**src/rtl/mem_arb_pkg.sv**
```systemverilog
// Shared definitions for the SRAM port arbiter.
//   arb_state_e      : arbiter FSM state encoding
//   BE_WORD/BE_NONE  : active-low byte-enable patterns (all lanes / no lanes)
//   ADDR_HI/ADDR_LO  : byte-address slice that forms the SRAM word address
package mem_arb_pkg;

  typedef enum logic [2:0] {
    ST_IDLE    = 3'd0,
    ST_READ    = 3'd1,
    ST_W_SETUP = 3'd2,
    ST_W_PULSE = 3'd3,
    ST_W_HOLD  = 3'd4,
    ST_DONE    = 3'd5
  } arb_state_e;

  localparam logic [3:0] BE_WORD = 4'h0;
  localparam logic [3:0] BE_NONE = 4'hF;

  localparam int ADDR_HI = 21;
  localparam int ADDR_LO = 2;
  localparam int MEM_AW  = ADDR_HI - ADDR_LO + 1;

endpackage

```
**src/rtl/byte_lane_unit.sv**
```systemverilog
// Combinational lane steering for one SRAM access.
//   addr_lo   : byte offset within the word (ignored for word accesses)
//   is_byte   : 1 = byte access, 0 = word access
//   wdata     : store data from the requester
//   rdata     : raw word from the SRAM
//   be_n      : active-low byte enables
//   wdata_rep : store data as it goes on the bus (byte replicated to all lanes)
//   rdata_ext : load result (selected byte sign-extended, or the full word)
module byte_lane_unit
  import mem_arb_pkg::*;
(
  input  logic [1:0]  addr_lo,
  input  logic        is_byte,
  input  logic [31:0] wdata,
  input  logic [31:0] rdata,
  output logic [3:0]  be_n,
  output logic [31:0] wdata_rep,
  output logic [31:0] rdata_ext
);

  logic [7:0] sel_byte;

  always_comb begin
    be_n      = BE_WORD;
    wdata_rep = wdata;
    rdata_ext = rdata;
    sel_byte  = rdata[{addr_lo, 3'b000} +: 8];
    if (is_byte) begin
      be_n      = ~(4'b0001 << addr_lo);
      wdata_rep = {4{wdata[7:0]}};
      rdata_ext = {{24{sel_byte[7]}}, sel_byte};
    end
  end

endmodule

```
**src/rtl/mem_arbiter.sv**
```systemverilog
// Sequences the single SRAM port between instruction fetch and MEM-stage data
// accesses, with setup/strobe/hold timing, lane steering and a pipeline stall.
//   clk, rst          : clock, asynchronous active-low reset
//   if_req/if_addr    : fetch request and byte address
//   if_ack/if_rdata   : fetch completion pulse and fetched word
//   d_req/d_we/d_byte : data request, store select, byte-size select
//   d_addr/d_wdata    : data byte address and store data
//   d_ack/d_rdata     : data completion pulse and load result
//   stall_o           : pipeline stall while any request is outstanding
//   mem_*             : SRAM address, active-low strobes, write data/drive
//   dbg_state         : current FSM state for observation
//
// Handshake: a requester raises req with its address/data stable and keeps them
// stable until it sees ack (a single-cycle pulse). A req still high in the cycle
// after ack is a new request. Requests are only arbitrated in IDLE.
module mem_arbiter
  import mem_arb_pkg::*;
#(
  parameter int RD_WAIT    = 1,
  parameter int WR_WAIT    = 2,
  parameter int MAX_STREAK = 4
) (
  input  logic              clk,
  input  logic              rst,
  input  logic              if_req,
  input  logic [31:0]       if_addr,
  output logic              if_ack,
  output logic [31:0]       if_rdata,
  input  logic              d_req,
  input  logic              d_we,
  input  logic              d_byte,
  input  logic [31:0]       d_addr,
  input  logic [31:0]       d_wdata,
  output logic              d_ack,
  output logic [31:0]       d_rdata,
  output logic              stall_o,
  output logic [MEM_AW-1:0] mem_addr,
  output logic [3:0]        mem_be_n,
  output logic              mem_ce_n,
  output logic              mem_oe_n,
  output logic              mem_we_n,
  output logic [31:0]       mem_wdata,
  output logic              mem_wdata_oe,
  input  logic [31:0]       mem_rdata,
  output logic [2:0]        dbg_state
);

  localparam int STREAK_W = $clog2(MAX_STREAK + 1);
  localparam logic [STREAK_W-1:0] STREAK_MAX = STREAK_W'(MAX_STREAK);
  localparam logic [7:0] RD_LAST = 8'(RD_WAIT - 1);
  localparam logic [7:0] WR_LAST = 8'(WR_WAIT - 1);

  arb_state_e          state_q, state_d;
  logic [7:0]          wait_cnt;
  logic [STREAK_W-1:0] streak;
  logic                grant_d, grant_i;

  // Latched access descriptor; lat_data selects which requester owns the access.
  logic [ADDR_HI:0]    lat_addr;
  logic [31:0]         lat_wdata;
  logic                lat_we, lat_byte, lat_data;
  logic [31:0]         rdata_q;

  logic [3:0]          lane_be_n;
  logic [31:0]         lane_wdata, lane_rdata;

  // Upper address bits never reach the SRAM.
  logic                unused_addr_hi;
  assign unused_addr_hi = ^{if_addr[31:ADDR_HI+1], d_addr[31:ADDR_HI+1]};

  byte_lane_unit u_lane (
    .addr_lo   (lat_addr[1:0]),
    .is_byte   (lat_byte),
    .wdata     (lat_wdata),
    .rdata     (mem_rdata),
    .be_n      (lane_be_n),
    .wdata_rep (lane_wdata),
    .rdata_ext (lane_rdata)
  );

  // Data wins unless a fetch is waiting and data already had MAX_STREAK turns.
  always_comb begin
    grant_d = 1'b0;
    grant_i = 1'b0;
    if (state_q == ST_IDLE) begin
      grant_d = d_req && (!if_req || (streak < STREAK_MAX));
      grant_i = !grant_d && if_req;
    end
  end

  always_ff @(posedge clk or negedge rst) begin
    if (!rst) state_q <= ST_IDLE;
    else      state_q <= state_d;
  end

  always_comb begin
    state_d      = state_q;
    mem_ce_n     = 1'b1;
    mem_oe_n     = 1'b1;
    mem_we_n     = 1'b1;
    mem_wdata_oe = 1'b0;
    mem_be_n     = BE_NONE;
    mem_wdata    = 32'h0;
    if_ack       = 1'b0;
    d_ack        = 1'b0;
    if_rdata     = 32'h0;
    d_rdata      = 32'h0;
    unique case (state_q)
      ST_IDLE: begin
        if (grant_d)      state_d = d_we ? ST_W_SETUP : ST_READ;
        else if (grant_i) state_d = ST_READ;
      end
      ST_READ: begin
        mem_ce_n = 1'b0;
        mem_oe_n = 1'b0;
        mem_be_n = lane_be_n;
        if (wait_cnt == RD_LAST) state_d = ST_DONE;
      end
      ST_W_SETUP, ST_W_PULSE, ST_W_HOLD: begin
        mem_ce_n     = 1'b0;
        mem_wdata_oe = 1'b1;
        mem_be_n     = lane_be_n;
        mem_wdata    = lane_wdata;
        if (state_q == ST_W_SETUP) state_d = ST_W_PULSE;
        if (state_q == ST_W_HOLD)  state_d = ST_DONE;
        if (state_q == ST_W_PULSE) begin
          mem_we_n = 1'b0;
          if (wait_cnt == WR_LAST) state_d = ST_W_HOLD;
        end
      end
      ST_DONE: begin
        state_d = ST_IDLE;
        if (lat_data) begin
          d_ack = 1'b1;
          if (!lat_we) d_rdata = rdata_q;
        end else begin
          if_ack   = 1'b1;
          if_rdata = rdata_q;
        end
      end
      default: state_d = ST_IDLE;
    endcase
  end

  always_ff @(posedge clk or negedge rst) begin
    if (!rst) begin
      wait_cnt  <= '0;
      streak    <= '0;
      lat_addr  <= '0;
      lat_wdata <= '0;
      lat_we    <= 1'b0;
      lat_byte  <= 1'b0;
      lat_data  <= 1'b0;
      rdata_q   <= '0;
    end else begin
      // Counts cycles spent in a multi-cycle strobe state; restarts on entry.
      if (state_d != state_q)
        wait_cnt <= '0;
      else if (state_q == ST_READ || state_q == ST_W_PULSE)
        wait_cnt <= wait_cnt + 8'd1;

      if (grant_d) begin
        lat_addr  <= d_addr[ADDR_HI:0];
        lat_wdata <= d_wdata;
        lat_we    <= d_we;
        lat_byte  <= d_byte;
        lat_data  <= 1'b1;
        if (!if_req)                  streak <= '0;
        else if (streak != STREAK_MAX) streak <= streak + 1'b1;
      end else if (grant_i) begin
        lat_addr  <= if_addr[ADDR_HI:0];
        lat_wdata <= '0;
        lat_we    <= 1'b0;
        lat_byte  <= 1'b0;
        lat_data  <= 1'b0;
        streak    <= '0;
      end

      if (state_q == ST_READ && wait_cnt == RD_LAST) rdata_q <= lane_rdata;
    end
  end

  assign mem_addr  = lat_addr[ADDR_HI:ADDR_LO];
  assign stall_o   = (if_req & ~if_ack) | (d_req & ~d_ack);
  assign dbg_state = state_q;

endmodule

```
**config.mk**
```make
export PLATFORM = sky130hd
export DESIGN_NAME = mem_arbiter
export DESIGN_NICKNAME = d
export VERILOG_FILES = /design/src/rtl/mem_arb_pkg.sv /design/src/rtl/byte_lane_unit.sv /design/src/rtl/mem_arbiter.sv
export SDC_FILE = /design/constraint.sdc
export NUM_CORES = 1
export LEC_CHECK = 0
export ABC_AREA = 1
export CAP_MARGIN = 10
export CORE_MARGIN = 5
export CORE_UTILIZATION = 35
export DETAILED_ROUTE_END_ITERATION = 8
export HOLD_SLACK_MARGIN = 0.15
export PLACE_DENSITY = 0.79
export SLEW_MARGIN = 20
export SYNTH_ARGS = -nofsm -noshare
export SYNTH_HDL_FRONTEND = slang
export SYNTH_SLANG_ARGS = --single-unit
```
**constraint.sdc**
```tcl
create_clock -name clk -period 4.16 [get_ports clk]
set_input_delay 0.624 -clock clk [delete_from_list [all_inputs] [get_ports clk]]
set_output_delay 0.624 -clock clk [all_outputs]
set_load 0.01 [all_outputs]
```
# Word-level counts from Yosys, hierarchy flattened
# Index checks and enable logic that the tools add are counted.
[word_totals] register_bits=103 out_inout_bits=130
[op_classes] add_sub_neg=2 magnitude_cmp=1 n_eq_ne=9 n_shift=2 n_mux=44 bitwise_logic=6 n_reduce_logical=14
[op_table] cell="two-way mux 32 bit" n=10
[op_table] cell="two-way mux 22 bit" n=2
[op_table] cell="two-way mux 3 bit" n=11
[op_table] cell="indexed part select 32 x 6 -> 8 bit" n=1
[op_table] cell="two-way mux 8 bit" n=2
[op_table] cell="two-way mux 1 bit" n=15
[op_table] cell="one-hot mux 3 bit (3 select lines)" n=1
[op_table] cell="adder 8 x 1 -> 8 bit (second input constant)" n=1
[op_table] cell="equality test 8 x 1 -> 1 bit (second input constant)" n=1
[op_table] cell="zero test 8 bit" n=1
[op_table] cell="two-way mux 4 bit" n=2
[op_table] cell="equality test 3 x 2 -> 1 bit (second input constant)" n=2
[op_table] cell="equality test 3 bit (second input constant)" n=2
[op_table] cell="NOT 4 bit" n=1
[op_table] cell="nonzero test 2 bit" n=2
[op_table] cell="OR reduction 4 bit" n=1
[op_table] cell="<< shifter 1 x 2 -> 4 bit (first input constant)" n=1
[op_table] cell="adder 3 x 1 -> 3 bit (second input constant)" n=1
[op_table] cell="equality test 3 x 1 -> 1 bit (second input constant)" n=1
[op_table] cell="logical AND 1 bit" n=3
[op_table] cell="zero test 3 bit" n=1
[op_table] cell="less-than comparator 3 bit (second input constant)" n=1
[op_table] cell="inequality test 3 x 2 -> 1 bit (second input constant)" n=1
[op_table] cell="inequality test 3 bit" n=1
[op_table] cell="other kinds (9)" n=13

# Longest topological paths before layout
[depth] depth_word=11 ltp_mapped=9 mapped_depth_nobuf=9

# Hierarchy
# From an unflattened synthesis, not the netlist that was laid out.
[unflattened] hier_cells=878 area_unflattened_um2=6063.3
[by_module_without_submodules] module="mem_arbiter" n_inst=1 cells_each=684 area_each_um2=5217.5
[by_module_without_submodules] module="byte_lane_unit" n_inst=1 cells_each=194 area_each_um2=845.8

# Worst setup path before layout
# Ideal clock, no wire load.
[synth_timing] path_kind="flip-flop to output port" from="register state_q[2] (netlist: dbg_state[2])" to="output port d_rdata[10]" arrival_ns=1.434 slack_ns=2.102 path_stages_with_launch=8 n_path_buf=1 cell_sequence="dfrtp_1 inv_2 nor3_1 inv_1 nor2_2 nand2_1 buf_2 nor2_1"
[synth_between] elab_chain_len=2
[synth_lines] element="from (decl)" line_no="mem_arbiter.sv:53" text="arb_state_e state_q, state_d;"
[synth_lines] element="from (signal assigned)" line_no="mem_arbiter.sv:93" text="else state_q <= state_d;"
[synth_lines] element="equality test 3 bit" line_no="mem_arbiter.sv:108" text="unique case (state_q)"
[synth_lines] element="two-way mux 32 bit" line_no="mem_arbiter.sv:108"
[synth_lines] element="to (decl)" line_no="mem_arbiter.sv:35" text="output logic [31:0] d_rdata,"
# Every way passes these cells.

# Worst setup path in the final report
[layout_timing] from="register state_q[2] (netlist: dbg_state[2])" to="output port d_rdata[9]"
# Same word-level chain as after synthesis.

==> out/metrics.cfg <==
[clock_tree]
numCtsBuffers = 9
cts_hold_buf = 0
cts.repair.resized = 0
cts_buffer_depth = 2
cts-root-buf = clkbuf_16
post_cts_buffers = 0
path_clk_slew_ps = 70
clock-sinks = 103
cts_tree = done
htree_num_levels = 3
clk_latency_ps = 340

[floorplanning]
die_h_microns = 139
initial_core_util_pct = 35.5
core_sq_um = 16500
dieArea_sq_um = 19400
ioPinCount = 264
rows = 47
dieWidth_microns = 139

[power]
p_int_mw = 3.35
p_total_mw = 5.91
p_sw_mw = 2.56
p_per_area_nw_per_um2 = 695
p_clk_share_pct = 13.7
ir_worst_vdd_v = 0.000350
p_sw_share_pct = 43.3
combPwrFrac_pct = 57.5
power.leakage_nw = 3.85
pwr-share-seq_pct = 28.8

[route]
ant_nets = 0
dr.pass1.iters = 6
routed_wl_microns = 18800
vias_per_cell = 4.80
drtIter0Drc = 290
dr_total_vias = 5669
drc = 0
wl_per_cell_microns = 15.9

[critical_path]
critPathRequiredTime_ps = 3540
crit_type = reg -> out
end_kind = output port
rr_startpoint = lat_addr[0]
cp_max_fo = 32
worstPathArrival_ps = 2870
critPathLaunchType = flip-flop
worstSetupStartpoint = dbg_state[2]

[layout]
fin_area_sq_um = 8510
final_common_cell = clkdlybuf4s50_1
layout_common_cells = clkdlybuf4s50_1, nand2_1, nor2_1
antenna_cells = 0
final_nets = 1095
drive_above_1_share_pct = 7.91
area_growth_pct = 45.6

[global_routing]
grt_max_degree = 46
grt_overflow = 0
grt_pass1_vias = 5660
grt_pass1_wl_microns = 29500
grt_usage_pct = 18.8
antenna_found_initial = 0

[yosys]
ys_seq_area_share_pct = 44.1
synth_top_family_by_area = compound AO/OA/AOI/OAI gates
synth.area.mux_share_pct = 0
avgSynthCellArea_sq_um = 7.71
ys_types = 33
postSynthCellCount = 758
netlist_area_sq_um = 5840
ys_warn_count = 0
synthAdderAreaFrac_pct = 1.07
synth_compound_area_share_pct = 20.3
synth-simple-area-share_pct = 19.2
synthXorXnorAreaFrac_pct = 1.20
syn_nets = 897
synth.ff_latch_count = 103

[sta]
setup_tns_ps = 0
maxSlewHeadroom_pct = 23.0
setup_violations = 0
period_needed_ps = 3490
fin_crit_sh_pct = 83.9
skew_ps = 5.30
hold_violations = 0
slew_viol_final = 0
rsz0062_at_grt = false
fin_hold_ws_ps = 282
max_freq_mhz = 286
worst_pin_slew_ps = 1150

[run]
maxCapViolations = 0

[hold_path]
hold_class = in -> async

[placed_design]
place_hpwl_microns = 14200
port_buffers = 243
routabilityCongestion = 0.845
place_area_sq_um = 8230

[outcome]
status = complete, no violations

-- kinds of logic (layout without fill, tap and decap cells) --
kind of cell	after synthesis	after routing
flip-flops	103	103
XOR/XNOR	8	8
adder cells (fa/ha/maj)	5	5
AND/OR/NAND/NOR	279	279
AO/OA/AOI/OAI	184	184
buffers and inverters	179	382
-- final timing paths --
path                       slack, ps  cells past startpoint          end
max                              670                      7   d_rdata[9]
min                              280                      1  rdata_q[17]
max reg2reg                     1750                      6  rdata_q[31]
min reg2reg                      490                      2       lat_we
max in group asynchronous       2970                      2  wait_cnt[5]
min in group clk                 490                      2       lat_we
-- through the flow --
stage / utilization (%) / std cells / setup WS (ps)
finish: 51.7 / 1181 / 668
CTS: 51.7 / 1181 / 683
global route: 51.7 / 1181 / 513
floorplan: - / 758 / 2100
detailed placement: 50.0 / 1165 / 1080
global placement: 50.0 / 1165 / 1140
-- synthesized netlist by cell type --
| master | instances | area share [%] |
|---|---|---|
| clkbuf_1 | 17 | 1.1 |
| ha_1 | 5 | 1.1 |
| xnor2_1 | 2 | 0.30 |
| inv_2 | 4 | 0.26 |
| nor3_1 | 3 | 0.26 |
| a21boi_1 | 1 | 0.13 |
| a22oi_1 | 13 | 1.7 |
| o21ai_0 | 86 | 7.4 |
| buf_6 | 6 | 1.2 |
| nand2_1 | 123 | 7.9 |
| o21ai_1 | 21 | 1.8 |
| o22ai_1 | 3 | 0.32 |
| nor2_2 | 3 | 0.32 |
| dfrtp_1 | 103 | 44 |
| nor3b_1 | 1 | 0.13 |
| a31o_2 | 2 | 0.30 |
| nand4_1 | 1 | 0.11 |
| buf_4 | 23 | 3.0 |
| a21oi_1 | 18 | 1.5 |
| inv_1 | 108 | 6.9 |
| buf_2 | 18 | 1.5 |
| nand2_2 | 2 | 0.21 |
| buf_1 | 2 | 0.13 |
| xor2_1 | 6 | 0.90 |
| o21ai_2 | 1 | 0.15 |
| a21oi_2 | 18 | 2.7 |
| a22oi_2 | 19 | 4.1 |
| o21bai_1 | 1 | 0.13 |
| nor2_1 | 109 | 7.0 |
| nand3_1 | 36 | 3.1 |
| nor2_4 | 1 | 0.19 |
| o211ai_1 | 1 | 0.13 |
| clkinv_1 | 1 | 0.064 |
-- critical path: stages (launching register included) --
cell	delay, ps
dfrtp_1	450
inv_2	110
nor3_1	180
inv_1	90
nor2_2	130
nand2_1	650
nor2_1	310
clkdlybuf4s50_1	580
-- power by group through the flow --
stage               combinational [mW]  clock [mW]  sequential, mW
floorplan                         2.29           0            1.60
global placement                  3.36           0            1.70
detailed placement                3.44           0            1.72
CTS                               3.45       0.842            1.70
global route                      3.76       0.877            1.76
finish                            3.40       0.808            1.70
-- metal layers --
layer | vias up | GRT usage (%) | part of all wire, % | routed length (microns)
met4 | 0 | 9.06 | 3.9 | 728
met1 | 2620 | 23.1 | 42 | 7800
met2 | 228 | 31.1 | 47 | 8780
met3 | 46 | 4.73 | 7.7 | 1450
met5 | - | 0 | 0 | 0
li1 | 2775 | - | - | -
-- flip-flops by register name, indices dropped and copies added, names as in the netlist --
register,cells
lat_wdata,32
rdata_q,32
lat_addr,22
wait_cnt,8
dbg_state,3
streak,3
lat_byte,1
lat_data,1
lat_we,1
-- cell type report --
type	count	area, sq um
Inverter	113	424
Clock buffer	13	260
Fill cell	1564	7960
Sequential cell	103	2580
Clock inverter	3	17.5
Tap cell	220	275
Multi-Input combinational cell	476	2450
Timing Repair Buffer	253	2500
Power figures use the tool's default switching activity.
